**config.mk**
```make
export PLATFORM = sky130hd
export DESIGN_NAME = tile_sequencer
export DESIGN_NICKNAME = d
export VERILOG_FILES = /design/src/rtl/tile_sequencer.sv
export SDC_FILE = /design/constraint.sdc
export NUM_CORES = 1
export LEC_CHECK = 0
export CORE_MARGIN = 8
export CORE_UTILIZATION = 41
export DETAILED_ROUTE_END_ITERATION = 6
export PLACE_DENSITY = 0.61
export SLEW_MARGIN = 25
export SYNTH_ARGS = -nofsm -noshare
export SYNTH_HDL_FRONTEND = slang
export SYNTH_SLANG_ARGS = --single-unit
```
**constraint.sdc**
```tcl
create_clock -name clk -period 5.1 [get_ports clk]
set_input_delay 0.51 -clock clk [delete_from_list [all_inputs] [get_ports clk]]
set_output_delay 0.51 -clock clk [all_outputs]
set_load 0.02 [all_outputs]
```
**src/rtl/tile_sequencer.sv**
```systemverilog
`default_nettype none
// ============================================================================
// Module      : tile_sequencer
// Description : Frame scheduler that walks the screen tile by tile and emits
//               the GPU core command stream, with incremental edge/address
//               arithmetic. Optional tile culling under TILE_SEQ_CULL_EN.
// Revision    : 1.0 - initial release
// ============================================================================
module tile_sequencer #(
    parameter int TILE_LOG2  = 5,
    parameter int BYTES_LOG2 = 1,
    parameter int TCNT_W     = 6
) (
    input  logic              clk,
    input  logic              rst,
    input  logic              start,
    input  logic [TCNT_W-1:0] tiles_x,
    input  logic [TCNT_W-1:0] tiles_y,
    input  logic [31:0]       base_addr,
    input  logic [15:0]       stride,
    input  logic [15:0]       color,
    input  logic [18:0]       a01,
    input  logic [18:0]       a12,
    input  logic [18:0]       a20,
    input  logic [23:0]       b01,
    input  logic [23:0]       b12,
    input  logic [23:0]       b20,
    input  logic [31:0]       w0_org,
    input  logic [31:0]       w1_org,
    input  logic [31:0]       w2_org,
    output logic              busy,
    output logic              done,
    output logic [3:0]        cmd_address,
    output logic              cmd_write,
    output logic [31:0]       cmd_write_data,
    input  logic              cmd_wait_request
);

    localparam logic [2:0]  c_st_idle  = 3'd0;
    localparam logic [2:0]  c_st_pre   = 3'd1;
    localparam logic [2:0]  c_st_tile  = 3'd2;
    localparam logic [2:0]  c_st_step  = 3'd3;
    localparam logic [2:0]  c_st_flush = 3'd4;
    localparam logic [2:0]  c_st_done  = 3'd5;
    localparam logic [31:0] c_tile_bytes = 32'd1 << (TILE_LOG2 + BYTES_LOG2);

    logic [2:0]        r_state;
    logic [2:0]        w_state_nxt;
    logic [3:0]        r_idx;
    logic [TCNT_W-1:0] r_tx, r_ty, r_tx_max, r_ty_max;
    logic              r_empty;
    logic [15:0]       r_color, r_stride;
    logic [31:0]       r_a [3];
    logic [31:0]       r_b [3];
    logic [31:0]       r_wrow [3];
    logic [31:0]       r_wt [3];
    logic [31:0]       r_row_addr, r_tile_addr;

    logic [31:0]       w_nwrow [3];
    logic [31:0]       w_nwt [3];
    logic [31:0]       w_nrow_addr, w_ntile_addr, w_row_step;
    logic              w_row_end, w_last, w_accept;
    logic              w_cull_cur, w_cull_nxt;

    assign w_row_end  = (r_tx == r_tx_max);
    assign w_last     = w_row_end && (r_ty == r_ty_max);
    assign w_row_step = {16'd0, r_stride} << TILE_LOG2;
    assign w_accept   = cmd_write & ~cmd_wait_request;
    assign busy       = (r_state != c_st_idle);
    assign done       = (r_state == c_st_done);

    // Values of the tile that follows the current one in row-major order
    always_comb begin
        for (int k = 0; k < 3; k++) begin
            if (w_row_end) begin
                w_nwrow[k] = r_wrow[k] + (r_b[k] << TILE_LOG2);
                w_nwt[k]   = w_nwrow[k];
            end else begin
                w_nwrow[k] = r_wrow[k];
                w_nwt[k]   = r_wt[k] + (r_a[k] << TILE_LOG2);
            end
        end
        if (w_row_end) begin
            w_nrow_addr  = r_row_addr + w_row_step;
            w_ntile_addr = w_nrow_addr;
        end else begin
            w_nrow_addr  = r_row_addr;
            w_ntile_addr = r_tile_addr + c_tile_bytes;
        end
    end

`ifdef TILE_SEQ_CULL_EN
    // An edge rejects the tile when it is negative at all four corners
    function automatic logic f_edge_out(input logic [31:0] wt, input logic [31:0] a,
                                        input logic [31:0] b);
        logic [31:0] a_span, b_span, c1, c2, c3;
        a_span = (a << TILE_LOG2) - a;
        b_span = (b << TILE_LOG2) - b;
        c1 = wt + a_span;
        c2 = wt + b_span;
        c3 = c1 + b_span;
        return wt[31] & c1[31] & c2[31] & c3[31];
    endfunction

    always_comb begin
        w_cull_cur = 1'b0;
        w_cull_nxt = 1'b0;
        for (int k = 0; k < 3; k++) begin
            w_cull_cur = w_cull_cur | f_edge_out(r_wt[k], r_a[k], r_b[k]);
            w_cull_nxt = w_cull_nxt | f_edge_out(w_nwt[k], r_a[k], r_b[k]);
        end
    end
`else
    assign w_cull_cur = 1'b0;
    assign w_cull_nxt = 1'b0;
`endif

    always_comb begin
        cmd_write      = 1'b0;
        cmd_address    = 4'd0;
        cmd_write_data = 32'd0;
        case (r_state)
            c_st_pre: begin
                cmd_write = 1'b1;
                case (r_idx)
                    4'd0:    begin cmd_address = 4'd0;  cmd_write_data = 32'd5;              end
                    4'd1:    begin cmd_address = 4'd1;  cmd_write_data = {16'd0, r_color};   end
                    4'd2:    begin cmd_address = 4'd2;  cmd_write_data = r_a[0];             end
                    4'd3:    begin cmd_address = 4'd3;  cmd_write_data = r_a[1];             end
                    4'd4:    begin cmd_address = 4'd4;  cmd_write_data = r_a[2];             end
                    4'd5:    begin cmd_address = 4'd10; cmd_write_data = r_b[0];             end
                    4'd6:    begin cmd_address = 4'd11; cmd_write_data = r_b[1];             end
                    4'd7:    begin cmd_address = 4'd12; cmd_write_data = r_b[2];             end
                    default: begin cmd_address = 4'd9;  cmd_write_data = {16'd0, r_stride};  end
                endcase
            end
            c_st_tile: begin
                cmd_write = 1'b1;
                case (r_idx)
                    4'd0:    begin cmd_address = 4'd8; cmd_write_data = r_tile_addr; end
                    4'd1:    begin cmd_address = 4'd5; cmd_write_data = r_wt[0];     end
                    4'd2:    begin cmd_address = 4'd6; cmd_write_data = r_wt[1];     end
                    4'd3:    begin cmd_address = 4'd7; cmd_write_data = r_wt[2];     end
                    4'd4:    begin cmd_address = 4'd0; cmd_write_data = 32'd0;       end
                    default: begin cmd_address = 4'd0; cmd_write_data = 32'd2;       end
                endcase
            end
            c_st_flush: begin
                cmd_write      = 1'b1;
                cmd_write_data = 32'd4;
            end
            default: ;
        endcase
    end

    always_comb begin
        w_state_nxt = r_state;
        case (r_state)
            c_st_idle:  if (start) w_state_nxt = c_st_pre;
            c_st_pre:   if (w_accept && r_idx == 4'd8)
                            w_state_nxt = r_empty ? c_st_flush :
                                          (w_cull_cur ? c_st_step : c_st_tile);
            c_st_tile:  if (w_accept && r_idx == 4'd5) w_state_nxt = c_st_step;
            c_st_step:  w_state_nxt = w_last ? c_st_flush :
                                      (w_cull_nxt ? c_st_step : c_st_tile);
            c_st_flush: if (w_accept) w_state_nxt = c_st_done;
            c_st_done:  w_state_nxt = c_st_idle;
            default:    w_state_nxt = c_st_idle;
        endcase
    end

    always_ff @(posedge clk) begin
        if (rst) begin
            r_state <= c_st_idle;
            r_idx   <= 4'd0;
        end else begin
            r_state <= w_state_nxt;
            case (r_state)
                c_st_idle: if (start) begin
                    r_idx       <= 4'd0;
                    r_tx        <= '0;
                    r_ty        <= '0;
                    r_tx_max    <= tiles_x - TCNT_W'(1);
                    r_ty_max    <= tiles_y - TCNT_W'(1);
                    r_empty     <= (tiles_x == '0) || (tiles_y == '0);
                    r_color     <= color;
                    r_stride    <= stride;
                    r_a[0]      <= {{13{a01[18]}}, a01};
                    r_a[1]      <= {{13{a12[18]}}, a12};
                    r_a[2]      <= {{13{a20[18]}}, a20};
                    r_b[0]      <= {{8{b01[23]}}, b01};
                    r_b[1]      <= {{8{b12[23]}}, b12};
                    r_b[2]      <= {{8{b20[23]}}, b20};
                    r_wrow[0]   <= w0_org;
                    r_wrow[1]   <= w1_org;
                    r_wrow[2]   <= w2_org;
                    r_wt[0]     <= w0_org;
                    r_wt[1]     <= w1_org;
                    r_wt[2]     <= w2_org;
                    r_row_addr  <= base_addr;
                    r_tile_addr <= base_addr;
                end
                c_st_pre:  if (w_accept) r_idx <= (r_idx == 4'd8) ? 4'd0 : r_idx + 4'd1;
                c_st_tile: if (w_accept) r_idx <= (r_idx == 4'd5) ? 4'd0 : r_idx + 4'd1;
                c_st_step: if (!w_last) begin
                    r_tx        <= w_row_end ? '0 : r_tx + TCNT_W'(1);
                    r_ty        <= w_row_end ? r_ty + TCNT_W'(1) : r_ty;
                    r_row_addr  <= w_nrow_addr;
                    r_tile_addr <= w_ntile_addr;
                    for (int k = 0; k < 3; k++) begin
                        r_wrow[k] <= w_nwrow[k];
                        r_wt[k]   <= w_nwt[k];
                    end
                end
                default: ;
            endcase
        end
    end

endmodule
`default_nettype wire

```
==> results_dict.tcl, run 1 <==
set metrics [dict create \
    mostFrequentLayoutCell "edfxtp_1" \
    path_max_fanout 17 \
    hpwl_um 83400 \
    async_reset_ff_share_pct 0 \
    maxCapViolCount 0 \
    ys_types 84 \
    reg2regPathDepth 11 \
    synth-main-ff-cell "edfxtp_1" \
    crit_end "cmd_write_data[14]" \
    antenna_found_initial 3 \
    syn-mean-instance-area_sq_um 10.1 \
    cts_setup_buffers 0 \
    hold-path-cell-count 1 \
    fmax_mhz 219 \
    timing.rr.start "r_tx[4]" \
    cts.sink_count 449 \
    finalNetCount 3616 \
    grt_start_max_net_pins 97 \
    hold_path_class "in2reg" \
    crit_cells 7 \
    setup_slack_ns 0.544 \
    synthCells 2809 \
    cts_buffers 54 \
    holdBufCountCts 0 \
    grt_pass1_vias 24133 \
    via_count 24547 \
    setup_tns_ns 0 \
    synth_edf_count 442 \
    grt_pass1_wl_um 160000 \
    num_antenna_cells 0 \
    die-area_sq_um 78100 \
    drtIter0Drc 2308 \
    io_buffers 343 \
    crit_start "r_idx[0]" \
    cpMaxStageDelayCell "o21ai_0" \
    start_util_pct 41.5 \
    drive_above_1_share_pct 5.37 \
    hold_viol 0 \
    crit_buf_inv 1 \
    area_growth_pct 22.0 \
    first_pass_iters 6 \
    clock_latency_ns 0.64 \
    dpl-instance-area_sq_um 32900 \
    place.gp.congestion 0.953 \
    final_max_slew_viol_count 0 \
    critPathCaptureType "output port" \
    min-delay-start "a01[13]" \
    grt_usage_pct 27.1 \
    overflow 0 \
    viasPerCell 5.99 \
    cp_cell_sequence "ha_1 -> and2_2 -> nor3_1 -> o21ai_0 -> nand2_1 -> o21ai_0 -> clkdlybuf4s50_1" \
    post-route-drc-count 0 \
    die_y_um 279 \
    relSlewSlack_pct 32.9 \
    core-area_sq_um 68600 \
    status "finished, final reports clean" \
    power.density_nw_per_um2 311 \
    ctsHtreeMaxLevel 2 \
    required_ns 4.59 \
    yosysSeqAreaShare_pct 47.2 \
    rows 96 \
    fin_skew_ns 0.0258 \
    ir_drop_mv 0.285 \
    yosysWarnings 0 \
    finalCriticalPeriod_ns 4.56 \
    p_leak_uw 0.0131 \
    layout_common_cells "edfxtp_1 (442), nand2_1 (415), clkdlybuf4s50_1 (343), o21ai_0 (206), a21oi_1 (202)" \
    arrival_ns 4.05 \
    cts_max_path_buffers 3 \
    clockRootBuffer "clkbuf_16" \
    worstMarginPinSlew_ns 1.01 \
    r2r_end "r_wt[0][75]" \
    syn_nets 3304 \
    fin_area_sq_um 34700 \
    r2r_slack_ns 1.36 \
    setup_violations 0 \
    cpMostUsedCell "o21ai_0" \
    rsz0062_at_grt "no" \
    post-place-ws_ns 1.04 \
    cts_tree "built" \
    io_pins 344 \
    start_kind "register" \
    postRouteAntennaNets 0 \
    clk_pin_slew_ns 0.06 \
    die_w_um 279 \
    ctsResizeCount 0 \
    wirelength_um 110000 \
    wl_per_cell_um 26.9 \
    critPathMaxStageDelay_ns 0.76 \
    fin_crit_sh_pct 89.3 \
    cp_top_family "simple AND/OR/NAND/NOR gates" \
    crit_type "reg2out" \
    ys_ff_latch 449 \
    synth_area_sq_um 28400 \
]
==> per-layer routing <==
layer / up-vias / global-route usage [%] / part of all wire, % / wire (um)
met5: - / 0 / 0.025 / 27
met4: 4 / 10.6 / 4.3 / 4720
met3: 199 / 3.93 / 6.4 / 7060
met2: 1062 / 45.0 / 47 / 51800
met1: 12005 / 35.7 / 42 / 46400
li1: 11277 / - / - / -
==> synthesized netlist by cell type (all sizes together), types with 14 or more instances <==
cell type,count,area (sq um)
edfxtp,442,13300
nand2,418,1570
o21ai,220,1130
a21oi,205,1030
ha,183,2290
nor2,142,538
xnor2,127,1110
clkbuf,95,357
xor2,89,780
a21o,79,593
inv,72,270
o211ai,60,460
a221oi,53,464
a22o,53,464
nand3,50,250
and3,40,250
nor3,36,180
nand4,33,206
a22oi,31,233
a31oi,30,194
buf,30,138
nand2b,26,163
a211oi,25,188
and2,22,138
nor2b,22,138
o22ai,19,119
o21a,18,135
o221ai,17,149
o21bai,15,113
or3,14,87.6
==> stage by stage <==
| stage | utilization, % | std cells | hold WS, ns | power [uW] |
|---|---|---|---|---|
| 2_1_floorplan | - | 2809 | 0.494 | 5920 |
| 3_3_place_gp | 48.0 | 3996 | 0.505 | 6860 |
| 3_5_place_dp | 48.0 | 3996 | 0.514 | 6880 |
| 4_1_cts | 50.6 | 4095 | 0.389 | 10800 |
| 5_1_grt | 50.6 | 4095 | 0.412 | 11200 |
| 6_report | 50.6 | 4095 | 0.428 | 10800 |
==> logic make-up after synthesis <==
logic type	share of synthesized area, %
compound gates	21.1
xor+xnor	6.65
fa+ha+maj	8.54
buf+inv	2.69
flops	47.2
mux	0.440
simple gates	13.4
==> worst reg2reg max path, cell delays in order, from the launching register on <==
cell and delay (ns):
edfxtp_1 0.44, xor2_1 0.18, nor4_1 0.35, nand3_1 0.59, buf_4 0.47, nor2_1 0.46, nor2_4 0.28, buf_12 0.29
o21ai_0 0.19, nand2_1 0.08, o21ai_0 0.10, nand2_1 0.07
==> worst min-delay path by stage <==
stage | slack, ns | endpoint
floorplan | 0.49 | r_tile_addr[0]
global placement | 0.50 | r_tile_addr[3]
detailed placement | 0.51 | r_tile_addr[2]
CTS | 0.39 | r_a[0][4]
global route | 0.41 | r_stride[7]
finish | 0.43 | r_a[0][13]
==> registers in the layout, indices dropped and copies added (netlist names), 6 cells and up <==
signal / flops
r_row_addr: 32
r_wrow: 96
r_a: 57
r_ty: 6
r_b: 72
r_ty_max: 6
r_stride: 16
r_tile_addr: 32
r_tx: 6
r_wt: 96
r_color: 16
r_tx_max: 6
==> layout make-up <==
cell class              count  area [sq um]
fillers                  6242         33900
multi-input cells        2163         14300
flip-flops and latches    449         13400
repair buffers            381          3770
clock buffers              66          1400
well taps                 931          1160
clock inverters            33           358
inverters                  72           278
==> where the power goes <==
| group | total, uW | switching (uW) | internal, uW |
|---|---|---|---|
| registers | 4510 | 193 | 4320 |
| clock network | 3940 | 1720 | 2220 |
| logic | 2340 | 1380 | 961 |
Note: power is estimated with default switching activity, not from simulation.
==> inputs of run 2 (changes only) <==
--- a/config.mk
+++ b/config.mk
@@ -5,8 +5,10 @@
 export SDC_FILE = /design/constraint.sdc
 export NUM_CORES = 1
 export LEC_CHECK = 0
+export ABC_CLOCK_PERIOD_IN_PS = 5100
 export CORE_MARGIN = 8
 export CORE_UTILIZATION = 41
+export CTS_CLUSTER_DIAMETER = 50
 export DETAILED_ROUTE_END_ITERATION = 6
 export PLACE_DENSITY = 0.61
 export SLEW_MARGIN = 25
==> run 2 against run 1 <==
Clock-buffer cell count increased by 17. Clock skew increased by 0.0023 ns. First-iteration DRC count increased by 4.3%. Cell count increased by 0.78%. Clock power increased by 28%. Die area unchanged. Total power increased by 10%. Cell area increased by 2.0%. Maximum frequency increased by 0.16%. Core utilization increased by 0.99 points.
==> results_dict.tcl, run 2 (synthesis gave the netlist of run 1 again) <==
set metrics [dict create \
    status "finished, final reports clean" \
    postRouteAntennaNets 0 \
    die_y_um 279 \
    cpMaxStageDelayCell "o21ai_0" \
    ctsHtreeMaxLevel 3 \
    final_max_slew_viol_count 0 \
    relSlewSlack_pct 34.8 \
    overflow 0 \
    critPathMaxStageDelay_ns 0.78 \
    grt_pass1_wl_um 161000 \
    crit_type "reg2out" \
    hpwl_um 83400 \
    maxCapViolCount 0 \
    io_buffers 343 \
    start_kind "register" \
    clockRootBuffer "clkbuf_16" \
    cts_setup_buffers 0 \
    rsz0062_at_grt "no" \
    post-place-ws_ns 1.04 \
    num_antenna_cells 0 \
    drtIter0Drc 2408 \
    place.gp.congestion 0.953 \
    setup_tns_ns 0 \
    power.density_nw_per_um2 336 \
    p_total_uw 11900 \
    io_pins 344 \
    cts.sink_count 449 \
    cts_buffers 72 \
    holdBufCountCts 0 \
    cts_max_path_buffers 3 \
    largestRegisters "r_wrow x96, r_wt x96, r_b x72" \
    fin_skew_ns 0.0281 \
    required_ns 4.59 \
    grt_start_max_net_pins 97 \
    finalCriticalPeriod_ns 4.55 \
    setup_violations 0 \
    cp_cell_sequence "ha_1 -> and2_2 -> nor3_1 -> o21ai_0 -> nand2_1 -> o21ai_0 -> clkdlybuf4s50_1" \
    viasPerCell 5.98 \
    clk_pin_slew_ns 0.06 \
    wirelength_um 110000 \
    fmax_mhz 220 \
    rows 96 \
    clock_latency_ns 0.62 \
    worstMarginPinSlew_ns 0.977 \
    finalNetCount 3634 \
    die-area_sq_um 78100 \
    fin_crit_sh_pct 89.2 \
    via_count 24684 \
    p_leak_uw 0.0134 \
    cts_tree "built" \
    grt_usage_pct 27.3 \
    start_util_pct 41.5 \
    setup_slack_ns 0.551 \
    arrival_ns 4.04 \
    hold_viol 0 \
    wl_per_cell_um 26.7 \
    area_growth_pct 24.4 \
    drive_above_1_share_pct 6.45 \
    die_w_um 279 \
    first_pass_iters 5 \
    path_max_fanout 17 \
    cpMostUsedCell "o21ai_0" \
    grt_pass1_vias 24309 \
    critPathCaptureType "output port" \
    mostFrequentLayoutCell "edfxtp_1" \
    ir_drop_mv 0.208 \
    hold_path_class "in2reg" \
    post-route-drc-count 0 \
    ctsResizeCount 0 \
    antenna_found_initial 3 \
    layout_common_cells "edfxtp_1 (442), nand2_1 (415), clkdlybuf4s50_1 (343), o21ai_0 (206), a21oi_1 (202)" \
    core-area_sq_um 68600 \
]
run 2: final cells by class:
type	count	area, sq um
clock buffers	83	1930
clock inverters	48	505
fillers	6155	33200
inverters	72	278
multi-input cells	2163	14300
flip-flops and latches	449	13400
well taps	931	1160
repair buffers	381	3770
run 2: critical path: cells and delay by family, from the launching register on:
family | cells | cell delay (ns)
buffers and inverters | 1 | 0.75
flip-flops | 1 | 0.42
AND/OR/NAND/NOR | 3 | 0.95
AO/OA/AOI/OAI | 2 | 0.94
adder cells (fa/ha/maj) | 1 | 0.35
run 2: path summary, 6_finish.rpt:
check	start	to	slack, ns	cells past startpoint
setup reg to reg	r_tx[4]	r_wt[0][75]	1.38	11
hold / removal	stride[3]	r_stride[3]	0.44	1
hold reg to reg	r_row_addr[2]	r_tile_addr[2]	0.52	1
setup / recovery	r_idx[0]	cmd_write_data[14]	0.55	7
run 2: power by group:
part           internal, uW  total (uW)  leakage (uW)  switching, uW
Clock                  3070        5030       0.00117           1960
Combinational           962        2340       0.00805           1380
Sequential             4320        4520       0.00416            194
run 2: through the flow:
step                      utilization, %  instances  instance area (sq um)  hold slack (ns)
final                               51.6       4127                  35400            0.444
after global routing                51.6       4127                  35400            0.418
after CTS                           51.6       4127                  35400            0.408
after detailed placement            48.0       3996                  32900            0.514
after global placement              48.0       3996                  32900            0.505
after floorplan                        -       2809                  28400            0.494
run 2: per-layer routing:
| metal | routed length, um | vias to the layer above | track usage, % | share of wire [%] |
|---|---|---|---|---|
| li1 | - | 11340 | - | - |
| met4 | 5230 | 4 | 12.1 | 4.7 |
| met1 | 46900 | 12055 | 35.7 | 43 |
| met2 | 51100 | 1070 | 44.4 | 46 |
| met5 | 27 | - | 0 | 0.024 |
| met3 | 7000 | 215 | 4.49 | 6.4 |
